[src/rtl/dss_mac_sequencer.sv]
// rtl/dss_mac_sequencer.sv - time-multiplexed 4-state DSS loop filter; DSS_SAT_EN adds output clamping and a sat port
module dss_mac_sequencer #(
  parameter int DATA_W = 20,
  parameter int COEF_W = 25,
  parameter int FRAC   = 23,
  parameter int ACC_W  = 48
) (
  input  logic              clock,
  input  logic              reset,
  input  logic              tick,
  input  logic [DATA_W-1:0] u,
  output logic [DATA_W-1:0] y,
  output logic              y_valid,
  output logic              busy,
  output logic              overrun,
`ifdef DSS_SAT_EN
  output logic              sat,
`endif
  input  logic              cfg_we,
  input  logic [3:0]        cfg_addr,
  input  logic [COEF_W-1:0] cfg_wdata
);
  localparam int PROD_W = COEF_W + DATA_W;

  localparam logic [COEF_W-1:0] A0_RST [4] = '{25'h1FFEB6B, 25'h10040AB, 25'h1FFEB6B, 25'h1800000};
  localparam logic [COEF_W-1:0] C_RST  [4] = '{25'h18F5D27, 25'h0088055, 25'h1B21A18, 25'h0032FC9};
  localparam logic [COEF_W-1:0] D_RST      = 25'h1FCD037;

  typedef enum logic [2:0] {IDLE, MAC_A, MAC_C, MAC_D, DONE} state_t;

  state_t r_state, w_next;
  logic [1:0] r_idx, w_idx_next;

  logic signed [COEF_W-1:0] r_a  [4];
  logic signed [COEF_W-1:0] r_c  [4];
  logic signed [COEF_W-1:0] r_d;
  logic signed [COEF_W-1:0] r_sa [4];
  logic signed [COEF_W-1:0] r_sc [4];
  logic signed [COEF_W-1:0] r_sd;
  logic                     r_pending;
  logic                     r_overrun;

  logic signed [DATA_W-1:0] r_x [4];
  logic signed [DATA_W-1:0] r_u;
  logic signed [ACC_W-1:0]  r_acc_a;
  logic signed [ACC_W-1:0]  r_acc_y;
  logic [DATA_W-1:0]        r_y;
  logic                     r_y_valid;

  logic                     w_accept;
  logic                     w_busy;
  logic                     w_commit_wr;
  logic                     w_clear_wr;
  logic signed [COEF_W-1:0] w_coef;
  logic signed [DATA_W-1:0] w_data;
  logic signed [PROD_W-1:0] w_prod;
  logic signed [ACC_W-1:0]  w_prod_ext;
  logic [DATA_W-1:0]        w_x0_next;
  logic [DATA_W-1:0]        w_y_next;

  assign w_busy      = (r_state == MAC_A) || (r_state == MAC_C) || (r_state == MAC_D);
  assign w_accept    = tick && ((r_state == IDLE) || (r_state == DONE));
  assign w_commit_wr = cfg_we && (cfg_addr == 4'd15);
  assign w_clear_wr  = cfg_we && (cfg_addr == 4'd14);

  // Steer the single multiplier: A-row, C-row, then D against the latched input
  always_comb begin
    w_coef = '0;
    w_data = '0;
    case (r_state)
      MAC_A: begin
        w_coef = r_a[r_idx];
        w_data = r_x[r_idx];
      end
      MAC_C: begin
        w_coef = r_c[r_idx];
        w_data = r_x[r_idx];
      end
      MAC_D: begin
        w_coef = r_d;
        w_data = r_u;
      end
      default: ;
    endcase
  end

  assign w_prod     = w_coef * w_data;
  assign w_prod_ext = {{(ACC_W-PROD_W){w_prod[PROD_W-1]}}, w_prod};

`ifdef DSS_SAT_EN
  localparam int HI_W = ACC_W - FRAC;
  localparam logic signed [HI_W:0] SAT_MAX = (HI_W+1)'((1 << (DATA_W-1)) - 1);
  localparam logic signed [HI_W:0] SAT_MIN = ~SAT_MAX;

  logic signed [HI_W:0] w_a_sum;
  logic signed [HI_W:0] w_y_wide;
  logic                 w_y_clamp;

  // Full-width rescaled sums, clamped to the DATA_W range instead of wrapping
  always_comb begin
    w_a_sum   = $signed(r_acc_a[ACC_W-1:FRAC]) + r_u;
    w_y_wide  = $signed(r_acc_y[ACC_W-1:FRAC]);
    w_y_clamp = (w_y_wide > SAT_MAX) || (w_y_wide < SAT_MIN);
    if (w_a_sum > SAT_MAX)      w_x0_next = SAT_MAX[DATA_W-1:0];
    else if (w_a_sum < SAT_MIN) w_x0_next = SAT_MIN[DATA_W-1:0];
    else                        w_x0_next = w_a_sum[DATA_W-1:0];
    if (w_y_wide > SAT_MAX)      w_y_next = SAT_MAX[DATA_W-1:0];
    else if (w_y_wide < SAT_MIN) w_y_next = SAT_MIN[DATA_W-1:0];
    else                         w_y_next = w_y_wide[DATA_W-1:0];
  end

  assign sat = (r_state == DONE) && w_y_clamp;
`else
  assign w_x0_next = r_acc_a[FRAC+DATA_W-1:FRAC] + r_u;
  assign w_y_next  = r_acc_y[FRAC+DATA_W-1:FRAC];
`endif

  // Sequencer state register
  always_ff @(posedge clock) begin
    if (reset) begin
      r_state <= IDLE;
      r_idx   <= 2'd0;
    end else begin
      r_state <= w_next;
      r_idx   <= w_idx_next;
    end
  end

  // Next state: four A products, four C products, one D product, then the update cycle
  always_comb begin
    w_next     = r_state;
    w_idx_next = r_idx;
    case (r_state)
      IDLE: begin
        w_idx_next = 2'd0;
        if (tick) w_next = MAC_A;
      end
      MAC_A: begin
        w_idx_next = r_idx + 2'd1;
        if (r_idx == 2'd3) w_next = MAC_C;
      end
      MAC_C: begin
        w_idx_next = r_idx + 2'd1;
        if (r_idx == 2'd3) w_next = MAC_D;
      end
      MAC_D: w_next = DONE;
      DONE: begin
        w_idx_next = 2'd0;
        w_next     = tick ? MAC_A : IDLE;
      end
      default: w_next = IDLE;
    endcase
  end

  // Accumulators, input latch and the end-of-sequence state/output update
  always_ff @(posedge clock) begin
    if (reset) begin
      r_u       <= '0;
      r_acc_a   <= '0;
      r_acc_y   <= '0;
      r_y       <= '0;
      r_y_valid <= 1'b0;
      for (int i = 0; i < 4; i++) r_x[i] <= '0;
    end else begin
      r_y_valid <= 1'b0;
      if (w_accept) begin
        r_u     <= u;
        r_acc_a <= '0;
        r_acc_y <= '0;
      end else if (r_state == MAC_A) begin
        r_acc_a <= r_acc_a + w_prod_ext;
      end else if ((r_state == MAC_C) || (r_state == MAC_D)) begin
        r_acc_y <= r_acc_y + w_prod_ext;
      end
      if (r_state == DONE) begin
        r_x[0]    <= w_x0_next;
        r_x[1]    <= r_x[0];
        r_x[2]    <= r_x[1];
        r_x[3]    <= r_x[2];
        r_y       <= w_y_next;
        r_y_valid <= 1'b1;
      end
    end
  end

  // Shadow writes, commit hand-off at tick acceptance, sticky overrun (set beats clear)
  always_ff @(posedge clock) begin
    if (reset) begin
      for (int i = 0; i < 4; i++) begin
        r_a[i]  <= A0_RST[i];
        r_sa[i] <= A0_RST[i];
        r_c[i]  <= C_RST[i];
        r_sc[i] <= C_RST[i];
      end
      r_d       <= D_RST;
      r_sd      <= D_RST;
      r_pending <= 1'b0;
      r_overrun <= 1'b0;
    end else begin
      if (cfg_we) begin
        case (cfg_addr)
          4'd0, 4'd1, 4'd2, 4'd3: r_sa[cfg_addr[1:0]] <= cfg_wdata;
          4'd4, 4'd5, 4'd6, 4'd7: r_sc[cfg_addr[1:0]] <= cfg_wdata;
          4'd8:                   r_sd <= cfg_wdata;
          default: ;
        endcase
      end
      if (w_accept && r_pending) begin
        for (int i = 0; i < 4; i++) begin
          r_a[i] <= r_sa[i];
          r_c[i] <= r_sc[i];
        end
        r_d <= r_sd;
      end
      if (w_commit_wr)   r_pending <= 1'b1;
      else if (w_accept) r_pending <= 1'b0;
      if (tick && w_busy)  r_overrun <= 1'b1;
      else if (w_clear_wr) r_overrun <= 1'b0;
    end
  end

  assign y       = r_y;
  assign y_valid = r_y_valid;
  assign busy    = w_busy;
  assign overrun = r_overrun;

endmodule

[config.mk]
export PLATFORM = sky130hd
export DESIGN_NAME = dss_mac_sequencer
export DESIGN_NICKNAME = d
export VERILOG_FILES = /design/src/rtl/dss_mac_sequencer.sv
export SDC_FILE = /design/constraint.sdc
export NUM_CORES = 2
export LEC_CHECK = 0
export BUFFER_PORTS_ARGS = -buffer_cell sky130_fd_sc_hd__buf_2
export CAP_MARGIN = 20
export CORE_MARGIN = 4
export CORE_UTILIZATION = 30
export DETAILED_ROUTE_END_ITERATION = 16
export GPL_TIMING_DRIVEN = 0
export PLACE_DENSITY = 0.52
export SYNTH_ARGS = -nofsm -noshare
export SYNTH_HDL_FRONTEND = slang
export SYNTH_SLANG_ARGS = --single-unit
[constraint.sdc]
create_clock -name clock -period 12.1 [get_ports clock]
set_input_delay 1.815 -clock clock [delete_from_list [all_inputs] [get_ports clock]]
set_output_delay 1.815 -clock clock [all_outputs]
set_load 0.01 [all_outputs]
== Word level (Yosys, flattened, before mapping) ==
Memories as Yosys holds them, arrays and structs flattened. A register that Yosys moved wholly into a read port is not among the register bits.
Cells that the tools add are included.
Storage, ports and cells
  register bits: 194
  memory bits (writable): 480
  bits of input ports: 53
  output and inout bits: 23
  word-level logic and storage cells: 128
  memories: 5
Cells by class
  add/sub/neg operators: 4
  multipliers: 1
  eq/ne operators: 18
  mux-type cells: 52
  bitwise logic cells: 13
  reduce and logical (&&, ||, !) cells: 24
Memories
  r_a: depth 4, bits a word 25, rd ports 1, clocked after memory_dff 1, write ports 4, RTL line 34  | logic signed [COEF_W-1:0] r_a [4];
  r_c: depth 4, bits a word 25, rd ports 1, clocked after memory_dff 1, write ports 4, RTL line 35  | logic signed [COEF_W-1:0] r_c [4];
  r_sa: depth 4, bits a word 25, rd ports 4, clocked after memory_dff 0, write ports 4, RTL line 37  | logic signed [COEF_W-1:0] r_sa [4];
  r_sc: depth 4, bits a word 25, rd ports 4, clocked after memory_dff 0, write ports 4, RTL line 38  | logic signed [COEF_W-1:0] r_sc [4];
  r_x: depth 4, bits a word 20, rd ports 4, clocked after memory_dff 1, write ports 4, RTL line 43  | logic signed [DATA_W-1:0] r_x [4];
Operator list (number)
  25-bit two-way mux: 10
  48-bit by 45-bit adder with 48-bit output: 2
  20-bit two-way mux: 4
  25-bit case mux with 3 select lines: 1
  25-bit OR reduction: 2
  25-bit by 20-bit multiplier with 45-bit output: 1
  20-bit case mux with 2 select lines: 1
  1-bit two-way mux: 23
  20-bit adder: 1
  4-bit by 3-bit == test with 1-bit output (second input constant): 4
  2-bit two-way mux: 8
  3-bit case mux with 5 select lines: 1
  4-bit == test (second input constant): 3
  1-bit bitwise OR: 12
  3-bit two-way mux: 3
  4-bit by 2-bit == test with 1-bit output (second input constant): 2
  4-bit OR reduction: 2
  3-bit by 2-bit == test with 1-bit output (second input constant): 2
  2-bit nonzero test: 3
  2-bit OR reduction: 3
  1-bit logical AND: 5
  4-bit by 1-bit == test with 1-bit output (second input constant): 1
  4-bit zero test: 1
  1-bit logical OR: 4
  other kinds (11): 13

== Longest topological paths before layout ==
  word-level depth: 8
  mapped depth: 50
  mapped depth without buffers: 45

== Worst setup path before layout ==
Ideal clock, no wire load.
  path kind: register to register
  start point: register with a tool-made name
  end point: register r_acc_y[42]
  setup time: 70 ps
  data arrival time: 10523 ps
  data required time: 12030 ps
  slack: 1506 ps
  cell stages (with the launch flop): 42
  path buffers: 5
  period minus slack after synthesis: 10594 ps
  cell sequence: dfxtp_1 buf_2 buf_2 buf_2 buf_2 mux4_2 a22oi_1 clkbuf_1 nor2_1 fa_1 inv_1 fa_1 fa_1 fa_1 inv_1 fa_1 fa_1 inv_1 (+6 left out) or3b_2 nand3_1 a21o_1 a21oi_1 xnor2_1 ha_1 nand2_1 a21oi_1 and4bb_1 a2111oi_1 o2bb2ai_1 a21oi_2 o31ai_1 a21bo_1 o31ai_2 xnor2_1 or3_1 a21oi_1
RTL lines
  to (signal assigned): RTL line 173  | r_acc_y <= r_acc_y + w_prod_ext;
  to (decl): RTL line 46  | logic signed [ACC_W-1:0] r_acc_y;

== Final worst setup path ==
  start point: register r_state[1]
  end point: register r_acc_y[42]
Between the ends
  cells in the longest elaborated chain, start to end: 5
  elaborated cells between the ends (all ways): 16
  classes of those cells: add/sub (1); mul (1); eq/ne (4); mux (2); bitwise (1); reduce/logical (7)
Ends and longest elaborated chain
  from (decl): RTL line 31  | state_t r_state, w_next;
  from (signal assigned): RTL line 124  | r_state <= w_next;
  3-bit by 1-bit == test with 1-bit output / 3-bit by 2-bit == test with 1-bit output (equally long branches): RTL line 70, 170, 172
  2-bit OR reduction (no line)
  20-bit case mux with 2 select lines: RTL line 70  | case (r_state)
  25-bit by 20-bit multiplier with 45-bit output: RTL line 87  | assign w_prod = w_coef * w_data;
  48-bit by 45-bit adder with 48-bit output: RTL line 173
Several ways; a longest one is shown, not always the timed one.
A chain may end at the register's enable or synchronous reset.

==> reports/qor.txt <==
status: completed
RD Place Congestion: 0.931
CP max stage cell: xnor2_1
WS Path Type: reg -> reg
Final #Nets: 5,611
Setup crit start: r_state[1]
DR vias/cell: 4.90
fin crit period: 11,800 ps
Sink Count: 666
Unique masters post-synth: 85
placed cell areas: 0.0523 mm^2
CP Launch Type: register
Hold Violations, Final: 0
hpwl dp: 122 mm
Area Growth Syn to Fin: 13.1%
Post-synth EDFFs: 480
setup TNS: 0 ps
total die area: 0.169 mm^2
Synth Cell Area: 0.0489 mm^2
starting density of the core: 0.303
port bufs: 74
Seq/Total Area, Yosys: 0.371
H-Tree Depth: 3
fmax: 84.7 MHz
global-route wire length before repair: 232 mm
Worst-Skew Late Latency: 720 ps
most used cell, CP: fa_1
area of the multi-input gates: 0.0277 mm^2
Worst setup EP type: register
Die W: 412 um
Placement Setup Slack: -2320 ps
I/O Pins: 76
number of global-route vias before repair: 34,600
pwr dens: 139 mW/mm^2
CTS Buf Count: 77
CTS tree: done
initial antenna violation count: 16
Reg area: 0.0181 mm^2
Yosys warnings: 0
Remaining Overflow, GRT: 0
WP data required: 12,710 ps
GR Util All Layers: 0.186
register bit total from synthesis: 666
Top FF cell, synth: edfxtp_1
Final ANT Viol Nets: 0
drt drc: 0
largest net degree at the start of global routing: 66
Crit Path Max Fanout: 10
Slew Viols, Final: 0
Max-Cap Viols: 0
Core ar.: 0.161 mm^2
clk_skew: 46.9 ps
peak supply drop: 0.0000962 V
layout filler cell count: 16,300
reg-to-reg startpoint: r_state[1]
Die Y: 412 um
Critical Path Max Stage Delay: 990 ps
period utilisation layout: 0.975
number of DRC markers in iteration 0: 3,261
Synth Area per Inst: 10.5 um^2
drt first pass iters: 5
Hold Path Class: reg -> reg
setup slack after layout: 300 ps
crit path DAT: 12,410 ps
DRT Wirelength: 157 mm
wire per inst: 22.3 um
Vias: 34,600
Lkg Pwr: 22.8 nW
RSZ-0062 raised after global routing: false
setup violators final: 0
Hold Startpoint: r_sd[6]
CTS clk-pin slew, worst paths: 60 ps
Root Driver: clkbuf_16
syn_nets: 5,436
layout cells sized above 1: 0.0954
overall power: 0.00766 W
Post-Synthesis Cells: 4,660
row cnt: 147
Longest Clk Path Bufs: 3
final instance area: 0.0553 mm^2
worst slew pin tran: 1390 ps
Max-slew headroom: 0.0704
Post-synth ARST share: 0
-- cell usage after synthesis (34+ instances only) --
cell type  instances  area [um^2]
nor2_1           302         1130
nor2b_1           42          263
xnor2_1          103          902
nand2_1          564         2120
clkbuf_1         185          694
nand2b_1         147          920
inv_1            640         2400
ha_1             226         2830
or3_1             68          425
edfxtp_1         480        14400
and3_1            36          225
xor2_1            34          298
mux4_2            70         1580
and2_1           271         1700
a21oi_1          248         1240
dfxtp_1          186         3720
o21ai_0           58          290
a22o_1            44          385
fa_1             497         9950
a21o_1            92          691
-- layout make-up --
class                           instances  share of cell area
Multi-Input combinational cell       3135               0.502
Tap cell                             2160              0.0489
Sequential cell                       666               0.328
Clock buffer                          108              0.0391
Inverter                              641              0.0436
Antenna cell                            9            0.000407
Timing Repair Buffer                  108              0.0150
Buffer                                206              0.0167
Clock inverter                         32             0.00688
-- cell families (layout without fill, tap and decap cells) --
group	count (synthesis)	count (layout)	share of synthesized area
adders and majority gates	723	723	0.261
and+or+nand+nor	1553	1553	0.154
xor gates and xnor gates	138	138	0.0249
buffers and inverters	859	1095	0.0664
AOI/OAI and AO/OA	622	622	0.0833
DFF	666	666	0.371
muxes	99	99	0.0388
other	0	9	0
-- cell usage in the layout, fill, tap and decap left out, drive strengths merged, types with 141 or more instances in the layout --
cell	n
a21oi	250
fa	497
dfxtp	186
nand2b	147
ha	226
inv	647
edfxtp	480
nor2	302
clkbuf	281
and2	271
buf	141
nand2	565
-- what timing repair did --
action	in CTS	in global routing
setup endpoints to repair	45	19
resized for setup	64	80
hold buffers	0	0
setup buffers	9	3
pin swaps	4	2
-- metrics by stage --
step / utilization / hold slack (ps) / instances
final: 0.343 / 456 / 7065
after global routing: 0.343 / 472 / 7057
after CTS: 0.342 / 452 / 7055
after detailed placement: 0.324 / 447 / 6914
after global placement: 0.322 / 444 / 6894
after floorplan: - / 436 / 4660
-- worst max-delay path, delay by kind of cell, from the launching register on --
family	cells	cell delay, ps
adders and majority gates	9	4260
xor gates and xnor gates	2	1100
and+or+nand+nor	5	1070
buffers and inverters	7	1620
AOI/OAI and AO/OA	11	3100
DFF	1	530
-- sequential cells by signal (all words and copies together) (netlist names), 3 cells and up, named ones only --
signal,count
r_acc_y,43
r_c,100
y,20
r_a,100
r_sd,25
r_acc_a,43
r_x,80
r_sa,100
r_sc,100
r_state,3
r_d,25
r_u,20
-- where the power goes --
| group | internal [W] | switching [W] |
|---|---|---|
| Clock | 0.00135 | 0.00103 |
| Sequential | 0.00254 | 0.0000713 |
| Combinational | 0.000993 | 0.00168 |
| Total | 0.00488 | 0.00278 |
-- per-layer routing --
| metal | wire length (um) | vias to the layer above | track usage |
|---|---|---|---|
| met5 | 39 | - | 0 |
| met4 | 4570 | 6 | 0.0511 |
| met3 | 11900 | 208 | 0.0349 |
| met2 | 69800 | 1168 | 0.286 |
| met1 | 71100 | 17600 | 0.268 |
| li1 | - | 15600 | - |
-- final timing paths --
check | cells past startpoint | slack [ps] | end
worst max-delay path | 34 | 300 | r_acc_y[42]
worst min-delay path | 2 | 460 | r_sd[6]
worst max register to register | 34 | 300 | r_acc_y[42]
worst min register to register | 2 | 460 | r_sd[6]
Note: power is estimated with default switching activity, not from simulation.
